**config.mk**
```make
export PLATFORM = sky130hd
export DESIGN_NAME = fetch_stage_flat
export DESIGN_NICKNAME = d
export VERILOG_FILES = /design/src/rtl/fetch_stage_pkg.sv /design/src/rtl/fetch_stage_if.sv /design/src/rtl/fetch_stage_pc_reg.sv /design/src/rtl/fetch_stage.sv /design/src/flat_wrapper.sv
export SDC_FILE = /design/constraint.sdc
export NUM_CORES = 1
export LEC_CHECK = 0
export BUFFER_PORTS_ARGS = -buffer_cell sky130_fd_sc_hd__buf_4
export CORE_ASPECT_RATIO = 1.1
export CORE_MARGIN = 2
export CORE_UTILIZATION = 51
export DETAILED_ROUTE_END_ITERATION = 16
export PLACE_DENSITY = 0.88
export SYNTH_ARGS = -nofsm -noshare
export SYNTH_HDL_FRONTEND = slang
export SYNTH_SLANG_ARGS = --single-unit
```
**constraint.sdc**
```tcl
create_clock -name clk -period 6.65 [get_ports clk]
set_clock_uncertainty 0.15 [all_clocks]
set_input_delay 0.3325 -clock clk [delete_from_list [all_inputs] [get_ports clk]]
set_output_delay 0.3325 -clock clk [all_outputs]
set_load 0.03 [all_outputs]
```
**src/rtl/fetch_stage_pkg.sv**
```systemverilog
// Shared constants and types for the LEGv8 instruction-fetch stage.
package fetch_stage_pkg;

    localparam int WORDSIZE_DEF    = 64;
    localparam int INSTRSIZE_DEF   = 32;
    localparam int COUNTERSIZE_DEF = 3;
    localparam int PC_INCR         = 4;

    localparam logic [INSTRSIZE_DEF-1:0] BUBBLE_INSTR = 32'h0;

    // The fill counter only distinguishes "still counting" from "saturated".
    typedef enum logic {
        MODE_RUN    = 1'b0,
        MODE_FILLED = 1'b1
    } fill_mode_e;

endpackage

```
**src/rtl/fetch_stage_if.sv**
```systemverilog
// Fetch-stage bus: hazard/redirect inputs, instruction memory port and IF/ID outputs.
interface fetch_stage_if
    import fetch_stage_pkg::*;
#(
    parameter int WORDSIZE    = WORDSIZE_DEF,
    parameter int INSTRSIZE   = INSTRSIZE_DEF,
    parameter int COUNTERSIZE = COUNTERSIZE_DEF
);
    logic                   stall;
    logic                   branch_taken;
    logic [WORDSIZE-1:0]    branch_target;
    logic [INSTRSIZE-1:0]   imem_data;
    logic [WORDSIZE-1:0]    imem_addr;
    logic [WORDSIZE-1:0]    ifid_pc;
    logic [INSTRSIZE-1:0]   ifid_instr;
    logic                   ifid_valid;
    logic [COUNTERSIZE-1:0] stage;

    modport slave (
        input  stall, branch_taken, branch_target, imem_data,
        output imem_addr, ifid_pc, ifid_instr, ifid_valid, stage
    );

    modport master (
        output stall, branch_taken, branch_target, imem_data,
        input  imem_addr, ifid_pc, ifid_instr, ifid_valid, stage
    );

endinterface

```
**src/rtl/fetch_stage_pc_reg.sv**
```systemverilog
// Program counter: sequential +4, word-aligned branch redirect, stall hold.
module fetch_stage_pc_reg
    import fetch_stage_pkg::*;
#(
    parameter int                  WORDSIZE = WORDSIZE_DEF,
    parameter logic [WORDSIZE-1:0] RESET_PC = '0
) (
    input  logic                clk,
    input  logic                reset,
    input  logic                stall,
    input  logic                branch_taken,
    input  logic [WORDSIZE-1:0] branch_target,
    output logic [WORDSIZE-1:0] pc
);

    localparam logic [WORDSIZE-1:0] INCR = WORDSIZE'(PC_INCR);

    logic [WORDSIZE-1:0] pc_p0;

    // Redirect outranks stall: the stalled instruction is on the wrong path.
    always_ff @(posedge clk or posedge reset) begin
        if (reset) begin
            pc_p0 <= RESET_PC;
        end else if (branch_taken) begin
            pc_p0 <= {branch_target[WORDSIZE-1:2], 2'b00};
        end else if (!stall) begin
            pc_p0 <= pc_p0 + INCR;
        end
    end

    assign pc = pc_p0;

endmodule

```
**src/rtl/fetch_stage.sv**
```systemverilog
// LEGv8 instruction fetch: PC sequencing, IF/ID pipeline register, fill counter.
module fetch_stage
    import fetch_stage_pkg::*;
#(
    parameter int                  WORDSIZE    = WORDSIZE_DEF,
    parameter int                  INSTRSIZE   = INSTRSIZE_DEF,
    parameter int                  COUNTERSIZE = COUNTERSIZE_DEF,
    parameter logic [WORDSIZE-1:0] RESET_PC    = '0
) (
    input  logic          clk,
    input  logic          reset,
    fetch_stage_if.slave  bus
);

    localparam logic [COUNTERSIZE-1:0] STAGE_MAX = '1;

    logic [WORDSIZE-1:0]    pc_p0;
    logic [WORDSIZE-1:0]    ifid_pc_p1;
    logic [INSTRSIZE-1:0]   ifid_instr_p1;
    logic                   vld_p1;
    logic [COUNTERSIZE-1:0] stage_q;
    fill_mode_e             mode_q;

    fetch_stage_pc_reg #(
        .WORDSIZE (WORDSIZE),
        .RESET_PC (RESET_PC)
    ) u_pc_reg (
        .clk           (clk),
        .reset         (reset),
        .stall         (bus.stall),
        .branch_taken  (bus.branch_taken),
        .branch_target (bus.branch_target),
        .pc            (pc_p0)
    );

    assign bus.imem_addr = pc_p0;

    // IF -> ID boundary
    always_ff @(posedge clk or posedge reset) begin
        if (reset) begin
            ifid_pc_p1    <= '0;
            ifid_instr_p1 <= INSTRSIZE'(BUBBLE_INSTR);
            vld_p1        <= 1'b0;
        end else if (bus.branch_taken) begin
            ifid_pc_p1    <= '0;
            ifid_instr_p1 <= INSTRSIZE'(BUBBLE_INSTR);
            vld_p1        <= 1'b0;
        end else if (!bus.stall) begin
            ifid_pc_p1    <= pc_p0;
            ifid_instr_p1 <= bus.imem_data;
            vld_p1        <= 1'b1;
        end
    end

    // Fill counter runs free of stall/redirect and parks at its maximum.
    always_ff @(posedge clk or posedge reset) begin
        if (reset) begin
            stage_q <= '0;
            mode_q  <= MODE_RUN;
        end else if (mode_q == MODE_RUN) begin
            stage_q <= stage_q + COUNTERSIZE'(1);
            if (stage_q == STAGE_MAX - COUNTERSIZE'(1)) begin
                mode_q <= MODE_FILLED;
            end
        end
    end

    assign bus.ifid_pc    = ifid_pc_p1;
    assign bus.ifid_instr = ifid_instr_p1;
    assign bus.ifid_valid = vld_p1;
    assign bus.stage      = stage_q;

endmodule

```
**src/flat_wrapper.sv**
```systemverilog
// flat-port wrapper written by rule: the top's interface ports become plain ports
module fetch_stage_flat import fetch_stage_pkg::*;
#(
    parameter int                  WORDSIZE    = WORDSIZE_DEF,
    parameter int                  INSTRSIZE   = INSTRSIZE_DEF,
    parameter int                  COUNTERSIZE = COUNTERSIZE_DEF,
    parameter logic [WORDSIZE-1:0] RESET_PC    = '0
)
  (clk, reset, bus_stall, bus_branch_taken, bus_branch_target, bus_imem_data, bus_imem_addr, bus_ifid_pc, bus_ifid_instr, bus_ifid_valid, bus_stage);
  fetch_stage_if #(.WORDSIZE(WORDSIZE), .INSTRSIZE(INSTRSIZE), .COUNTERSIZE(COUNTERSIZE)) bus_i ();
  input  logic clk;
  input  logic reset;
  input wire logic [$bits(bus_i.stall)-1:0] bus_stall;
  input wire logic [$bits(bus_i.branch_taken)-1:0] bus_branch_taken;
  input wire logic [$bits(bus_i.branch_target)-1:0] bus_branch_target;
  input wire logic [$bits(bus_i.imem_data)-1:0] bus_imem_data;
  output wire logic [$bits(bus_i.imem_addr)-1:0] bus_imem_addr;
  output wire logic [$bits(bus_i.ifid_pc)-1:0] bus_ifid_pc;
  output wire logic [$bits(bus_i.ifid_instr)-1:0] bus_ifid_instr;
  output wire logic [$bits(bus_i.ifid_valid)-1:0] bus_ifid_valid;
  output wire logic [$bits(bus_i.stage)-1:0] bus_stage;
  assign bus_i.stall = bus_stall;
  assign bus_i.branch_taken = bus_branch_taken;
  assign bus_i.branch_target = bus_branch_target;
  assign bus_i.imem_data = bus_imem_data;
  assign bus_imem_addr = bus_i.imem_addr;
  assign bus_ifid_pc = bus_i.ifid_pc;
  assign bus_ifid_instr = bus_i.ifid_instr;
  assign bus_ifid_valid = bus_i.ifid_valid;
  assign bus_stage = bus_i.stage;
  fetch_stage #(.WORDSIZE(WORDSIZE), .INSTRSIZE(INSTRSIZE), .COUNTERSIZE(COUNTERSIZE), .RESET_PC(RESET_PC)) u_core (.clk(clk), .reset(reset), .bus(bus_i));
endmodule
```
* Word level (Yosys, flattened, before mapping)
Cells that the tools add are included.
Word-level totals: flip-flop bits (word level) 165, input port bits 100, logic and storage cells 20
Operators by class: add/subtract/negate cells 2, mux-type cells 10, equal/unequal tests 2
Operators with widths (count):
- 2-to-1 mux 64 bit | 4
- adder 64 x 3 -> 64 bit, second input constant | 1
- 2-to-1 mux 32 bit | 2
- 2-to-1 mux 1 bit | 4
- adder 3 x 1 -> 3 bit, second input constant | 1
- equality test 3 bit, second input constant | 1
- != test 2 x 1 -> 1 bit, second input constant | 1

* Depth between registers and ports, before layout
Gate-level depths: netlist of run 1.
depth after elaboration 3, gate-level depth with buffers 8, mapped depth without buffers 5

* Modules after synthesis
Synthesis of run 1 repeated with hierarchy kept, for this count alone.
Unflattened totals: cell total of the unflattened synthesis 759, area total of the unflattened synthesis 7773.7 um2
Modules (own cells, without submodules):
- fetch_stage | cells an instance 327, area an instance 4090.2 um2, seq. area each 2527.4 um2, instances 1
- fetch_stage_pc_reg | cells an instance 432, area an instance 3683.5 um2, seq. area each 1551.5 um2, instances 1

* Worst setup path before layout of run 1
Ideal clock, no wire load.
kind register -> register, from reg u_core.u_pc_reg.pc_p0[18], in the netlist u_core.u_pc_reg.pc[18], to reg u_core.u_pc_reg.pc_p0[56], in the netlist u_core.u_pc_reg.pc[56], clock period less this slack 2.401 ns, required time 6.418 ns, setup slack 4.249 ns, stages on the path, launching flop included 7, data arrival time 2.169 ns, cell sequence dfrtp_1 nand3_2 nor4_4 nand4_2 buf_6 or4_1 a31oi_1
On the way: longest elaborated chain between the ends 3
RTL lines:
- from (decl) | line fetch_stage_pc_reg.sv:18 | logic [WORDSIZE-1:0] pc_p0;
- from (signal assigned) | line fetch_stage_pc_reg.sv:25 | pc_p0 <= {branch_target[WORDSIZE-1:2], 2'b00};
- from (signal assigned) | line fetch_stage_pc_reg.sv:27 | pc_p0 <= pc_p0 + INCR;
- adder 64 x 3 -> 64 bit | line fetch_stage_pc_reg.sv:27
- 2-to-1 mux 64 bit | line fetch_stage_pc_reg.sv:26 | end else if (!stall) begin
- 2-to-1 mux 64 bit | line fetch_stage_pc_reg.sv:24 | end else if (branch_taken) begin
Every way passes these cells. The select of a mux whose other input is x is not followed. A chain may end at the register's enable or synchronous reset.

* Final worst setup path of run 1
from reg u_core.u_pc_reg.pc_p0[5], in the netlist u_core.u_pc_reg.pc[5], to reg u_core.u_pc_reg.pc_p0[55], in the netlist u_core.u_pc_reg.pc[55]
The elaborated chain is that of the path after synthesis.

==> summary.md, run 1 <==
| Metric | Value |
|---|---|
| Detailed placer's ending HPWL | 14.1 mm |
| Fraction of layout cells with a size suffix above 1 | 29.6% |
| Die extent in y | 132 um |
| Clock buffer depth | 2 |
| R2R cell count | 5 |
| Floorplan die width | 121 um |
| Prevailing post-synth register cell | sky130_fd_sc_hd__dfrtp_1 |
| Compound-Gate Fraction of Synth Area | 6.28% |
| Number of sinks driven by the clock tree | roughly 160 |
| Global-route wire length before repair | 35.3 mm |
| Share of synthesized flip-flops with an asynchronous set or reset | 100% |
| Vias | 6867 |
| Critical path launch point type | register |
| Gr ovfl total | 0 |
| Tmin final | between 3 and 4 ns |
| Resized Gates After CTS | 0 |
| Flop and latch count out of synthesis | 162 |
| Clk slew on worst S/H paths | 0.07 ns |
| Most numerous cell in the Yosys netlist | sky130_fd_sc_hd__dfrtp_1 |
| Filler cell count in the final layout | 965 |
| Maximum clock frequency | 0.331 GHz |
| Library cell appearing most often on the critical path | sky130_fd_sc_hd__and4b_1 |
| Global placer's final weighted congestion | 0.784 |
| Total power per unit cell area | around 250 mW/mm^2 |
| Rows | 46 |
| I/O pin count | 264 |
| Critical path, cell by cell | and4b_1 > and4b_1 > nand3_2 > or4_1 > a31oi_1 |
| Latest clock arrival within the worst-skew pair | 0.43 ns |
| Transition time at the pin with the least slew margin | roughly 1.1 ns |
| Post-synthesis cell type count | 44 |
| DR iter-0 viols | 550 |
| Post-synthesis share of cell area spent on full adders, half adders and majority gates | 0.492% |
| Iteration count of the initial detailed-routing pass | 5 |
| Post-synthesis mux area share | 12.9% |
| Initial antenna violation count | 1 |
| Worst hold path stage count | 3 |
| Final period util | 45.4% |
| Number of warnings issued by yosys | 0 |
| Area share of the largest cell type after synthesis | 53.1% |
| Cell with the largest stage delay on the worst path | sky130_fd_sc_hd__and4b_1 |
| Placement Cell Area | a little under 0.01 sq mm |
| Area of the core region | 0.0145 sq mm |
| Largest net degree at the start of global routing | between 90 and 100 |
| Post-Layout Inst Area | 0.0108 sq mm |
| Hold Violations, Final | 0 |
| Worst vdd rail ir drop | 159 uV |
| Share of the synthesized netlist area taken by xor and xnor gates | 4.82% |
| H-tree depth | 4 |
| Starting density of the core | 52.6% |
| Sequential fraction of the synthesis area | 53.1% |
| Root buffer cell | sky130_fd_sc_hd__clkbuf_16 |
| Clock tree from TritonCTS | built |
| Antenna Violating Nets Remaining | 0 |
| Total clock buffers created by CTS | 17 |
| Register-to-register path setup slack | 3.63 ns |
| EDFF count, synth | 0 |
| Main area contributors after synthesis | sky130_fd_sc_hd__dfrtp_1 53%, sky130_fd_sc_hd__mux2i_1 12%, sky130_fd_sc_hd__nor2_1 6.0% |
| Setup repair after global routing missed its margin | no |
| Run status | complete, no violations |
| Total Wirelength | approximately 22 mm |
| Average cell area after synthesis | 10.3 sq um |
| Number of pins with negative max-slew slack in the final report | 0 |
| Maximum fanout count along the critical path | 23 |
| Worst min path class | primary input to register |
| Buffer count from post-CTS setup fixing | 0 |
| Final count of negative-setup-slack endpoints | 0 |
| Routed vias/inst | 5.55 |
| Classification of the worst setup path | register to register |
| Residual DRC count | 0 |
| Critical path required time | 6.84 ns |
| GRT Overall Usage | 28.0% |
| CP max stage delay | ~0.63 ns |
| Cell type with the largest total area after synthesis | sky130_fd_sc_hd__dfrtp_1 |
| Simple-gate portion of the synthesized area | 19.1% |
| Worst EP arrival | about 3.2 ns |
| Post-layout nets | ~1100 |
| Post-synth top cells | 162 x sky130_fd_sc_hd__dfrtp_1, 123 x sky130_fd_sc_hd__nor2_1, 95 x sky130_fd_sc_hd__mux2i_1 |
| Headroom to the max-slew limit | 25.1% |
| Number of max-cap violations | 0 |
| Final total negative setup slack | 0 ns |
| Vias in the first global route | ~7000 |
| Netlist area before placement | 0.00763 sq mm |
| Layout Area Growth over Synthesis | 41.2% |
| Total of buffers placed on input and output ports | 259 |
| Critical path endpoint category | register |
| Die area | 0.0160 sq mm |
| Synthesized instance count | 744 |
| Combined area of the multi-input logic cells | 0.00333 sq mm |
| Main combinational cell family by area after synthesis | simple AND/OR/NAND/NOR gates |
| Leak | 5.24 nW |
| Post-detailed-route wirelength per cell | 18.0 um |
| FF+latch area | 0.00405 sq mm |
[layout by cell type (no fill, tap or decap), drive strengths merged, types with 2 or more instances in the layout]
cell         Yosys  routed
nand4           26      26
nor4             9       9
nand2           63      63
xnor2           14      14
and4             3       3
conb             1       2
o21ai           41      41
or4             17      17
mux2             3       3
and3             7       7
nand3           26      26
bufinv           0       2
nor2b            3       3
clkinv           1       4
buf              9     263
mux2i           95      95
xor2            28      28
clkinvlp         0       4
or3              3       3
nor2           124     124
dfrtp          162     162
o31ai           16      16
a31oi           19      19
and4b            2       2
nand2b           2       2
dlygate4sd3      0      51
a21oi            2       2
and2             2       2
clkbuf          38      19
ha               3       3
inv             13      17
nor3             6       6
[flip-flops by register name (all words and copies together) (netlist names)]
signal and count:
u_core.bus.ifid_valid 1, u_core.bus.ifid_instr 32, u_core.bus.ifid_pc 63, u_core.mode_q 1, u_core.bus.stage 3, u_core.u_pc_reg.pc 62
[final timing paths]
path                                        endpoint                  start
setup reg to reg              u_core.u_pc_reg.pc[55]  u_core.u_pc_reg.pc[5]
max in group asynchronous      u_core.bus.ifid_pc[4]                  reset
setup / recovery              u_core.u_pc_reg.pc[55]  u_core.u_pc_reg.pc[5]
min in group asynchronous  u_core.bus.ifid_instr[18]                  reset
hold reg to reg                  u_core.bus.stage[2]    u_core.bus.stage[2]
hold / removal             u_core.bus.ifid_instr[26]      bus_imem_data[26]
[metrics by stage]
stage          utilization (%)  hold slack (ns)  cells  worst slack [ns]  power (mW)
2_1_floorplan                -            0.302    745              1.79        1.45
3_3_place_gp              66.6            0.341   1153              3.49        1.65
5_1_grt                   74.3          0.00565   1237              3.42        2.78
4_1_cts                   74.3          0.00129   1236              3.67        2.68
6_report                  74.3           0.0103   1237              3.63        2.68
3_5_place_dp              66.6            0.356   1153              3.40        1.66
[cell families after synthesis]
kind of cell,count (synthesis)
AOI/OAI and AO/OA,81
xor gates and xnor gates,42
adders and majority gates,3
buffers and inverters,61
DFF,162
muxes,98
other,1
and+or+nand+nor,296
[worst max-delay path: cells and delay by family (launching register included)]
kind             cells  cell delay, ns
AO/OA/AOI/OAI        1            0.19
flip-flops           1            0.46
AND/OR/NAND/NOR      4            2.12
[power breakdown]
part           internal [mW]  switching (mW)
Sequential              1.06          0.0876
Combinational          0.220           0.315
Clock                  0.579           0.418
Total                   1.86           0.821
[area by class of cell]
cell class,count,share of cell area [%]
multi-input cells,522,30.9
repair buffers,314,23.1
clock inverters,13,1.39
clock buffers,19,4.20
diodes,1,0.0232
well taps,192,2.23
flip-flops and latches,162,37.6
inverters,14,0.534
[repair_timing]
item | in CTS | in global routing
hold buffers | 51 | 0
setup endpoints to repair | 0 | 0
hold endpoints to repair | 139 | 0
[routing by layer]
metal  track usage, %  up-vias  share of wire [%]
met2             48.2      298                 52
met1             33.3     3350                 38
li1                 -     3166                  -
met4             12.0        0                3.1
met5                0        -                  0
met3             6.66       53                6.9
Note: power is estimated with default switching activity, not from simulation.
==> run 2: changes to the inputs <==
Clock period 6.65 ns to 2.85 ns, I/O delays scaled along.
==> summary.md, run 2 (synthesis gave the netlist of run 1 again) <==
| Metric | Value |
|---|---|
| Run status | complete, no violations |
| Critical path required time | ~3.0 ns |
| DR iter-0 viols | 517 |
| Detailed placer's ending HPWL | 14.5 mm |
| Tmin final | 2.74 ns |
| Headroom to the max-slew limit | 31.7% |
| Starting density of the core | 52.6% |
| Vias | roughly 7500 |
| Clock buffer depth | 2 |
| Residual DRC count | 0 |
| Transition time at the pin with the least slew margin | roughly 1.0 ns |
| Maximum fanout count along the critical path | 26 |
| Worst vdd rail ir drop | around 460 uV |
| R2R Path Start | u_core.u_pc_reg.pc[33] |
| Hold Violations, Final | 0 |
| Critical path, cell by cell | nand4_1 > nor2_1 > nand2_1 > or4_1 > a31oi_1 |
| Global-route wire length before repair | between 30 and 40 mm |
| CP max stage delay | 0.68 ns |
| Cell with the largest stage delay on the worst path | sky130_fd_sc_hd__or4_1 |
| R2R cell count | 5 |
| Worst min path class | primary input to asynchronous set/reset pin |
| Most used cells in the layout excluding fill and tap cells | 274 x sky130_fd_sc_hd__buf_4, 162 x sky130_fd_sc_hd__dfrtp_1, 123 x sky130_fd_sc_hd__nor2_1, 103 x sky130_fd_sc_hd__dlygate4sd3_1, 95 x sky130_fd_sc_hd__mux2i_1 |
| Root buffer cell | sky130_fd_sc_hd__clkbuf_16 |
| Clk slew on worst S/H paths | 0.07 ns |
| H-tree depth | 4 |
| Worst EP arrival | 2.92 ns |
| Routed vias/inst | between 5 and 6 |
| Layout Area Growth over Synthesis | 49.9% |
| DP Cell Count | 1166 |
| I/O pin count | roughly 260 |
| Largest net degree at the start of global routing | 106 |
| Buffer count from post-CTS setup fixing | 0 |
| Latest clock arrival within the worst-skew pair | 0.43 ns |
| Maximum clock frequency | 0.365 GHz |
| Vias in the first global route | 7310 |
| Most common cell after layout, fill and taps aside | sky130_fd_sc_hd__buf_4 |
| Total of buffers placed on input and output ports | 259 |
| Post-Layout Inst Area | 0.0114 sq mm |
| Die area | 0.0160 sq mm |
| GRT Overall Usage | 31.3% |
| Leak | 5.53 nW |
| Iteration count of the initial detailed-routing pass | 5 |
| Rows | between 40 and 50 |
| Clock tree from TritonCTS | built |
| Count of placed standard cells in the final layout, fillers left out | between 1000 and 1500 |
| Global placer's final weighted congestion | approximately 0.83 |
| Total Wirelength | around 25 mm |
| Resized Gates After CTS | 0 |
| Number of sinks driven by the clock tree | 162 |
| Initial antenna violation count | 1 |
| Reg2reg end | u_core.u_pc_reg.pc[59] |
| Critical path launch point type | register |
| Number of pins with negative max-slew slack in the final report | 0 |
| Final total negative setup slack | 0 ns |
| Final period util | 96.0% |
| Critical path endpoint category | register |
| Flip-flop count of the largest register after layout | 63 |
| Antenna Violating Nets Remaining | 0 |
| Final count of negative-setup-slack endpoints | 0 |
| Floorplan die width | about 120 um |
| Classification of the worst setup path | register to register |
| Fraction of layout cells with a size suffix above 1 | 29.0% |
| Total power per unit cell area | 565 mW/mm^2 |
| Number of max-cap violations | 0 |
| Overall power consumption | around 6.5 mW |
| Post-layout nets | between 1000 and 1500 |
| Gr ovfl total | 0 |
| Area of the core region | approximately 0.015 sq mm |
| Total clock buffers created by CTS | 17 |
| Post-layout utilization of the core | 78.9% |
| Setup repair after global routing missed its margin | no |
| Die extent in y | 132 um |
| Hold_buf cts | 103 |
| Post-detailed-route wirelength per cell | 19.4 um |
| Register-to-register path setup slack | ~0.11 ns |
| Placement Cell Area | 0.00978 sq mm |
==> run 2: cell types whose count changed in the layout (fill, tap and decap cells not counted) <==
cell,delta
sky130_fd_sc_hd__clkinv_4,-1
sky130_fd_sc_hd__bufinv_16,+1
sky130_fd_sc_hd__dlygate4sd3_1,+52
sky130_fd_sc_hd__buf_12,+2
sky130_fd_sc_hd__buf_4,+11
==> run 2: through the flow <==
step                      worst slack [ns]  hold WS, ns
final                                0.114        0.169
after floorplan                      0.449        0.112
after CTS                            0.200        0.158
after global routing                0.0184        0.188
after global placement               0.354       0.0393
after detailed placement             0.243       0.0495
==> run 2: cell type report <==
class                      count  area, sq um
timing repair buffer         379         3130
inverter                      14         56.3
clock inverter                13          173
fill                         819         3060
multi-input combinational    522         3330
tap                          192          240
clock buffer                  19          453
antenna                        1         2.50
sequential                   162         4050
==> run 2: layer usage <==
| metal | part of all wire [%] | GRT usage, % |
|---|---|---|
| met3 | 6.8 | 6.49 |
| met2 | 51 | 53.5 |
| met5 | 0 | 0 |
| met4 | 3.6 | 14.7 |
| met1 | 39 | 37.8 |
==> run 2: how the worst max path moves through the flow <==
stage | start | to | slack [ns] | cells past startpoint
after floorplan | u_core.u_pc_reg.pc[18] | u_core.u_pc_reg.pc[56] | 0.45 | 6
after global placement | u_core.u_pc_reg.pc[31] | u_core.u_pc_reg.pc[47] | 0.35 | 5
after detailed placement | u_core.u_pc_reg.pc[31] | u_core.u_pc_reg.pc[59] | 0.24 | 5
after CTS | u_core.u_pc_reg.pc[31] | u_core.u_pc_reg.pc[59] | 0.20 | 5
after global routing | u_core.u_pc_reg.pc[31] | u_core.u_pc_reg.pc[59] | 0.02 | 5
final | u_core.u_pc_reg.pc[33] | u_core.u_pc_reg.pc[59] | 0.11 | 5
==> run 2: report_power, final <==
group	switching, mW	total (mW)	internal, mW
Clock	0.995	2.44	1.44
Sequential	0.210	2.68	2.47
Combinational	0.779	1.35	0.569
==> run 2: worst max-delay path: cells and delay by family (launching register included) <==
kind / cells / cell delay [ns]
AOI/OAI and AO/OA: 1 / 0.20
DFF: 1 / 0.47
and+or+nand+nor: 4 / 1.82
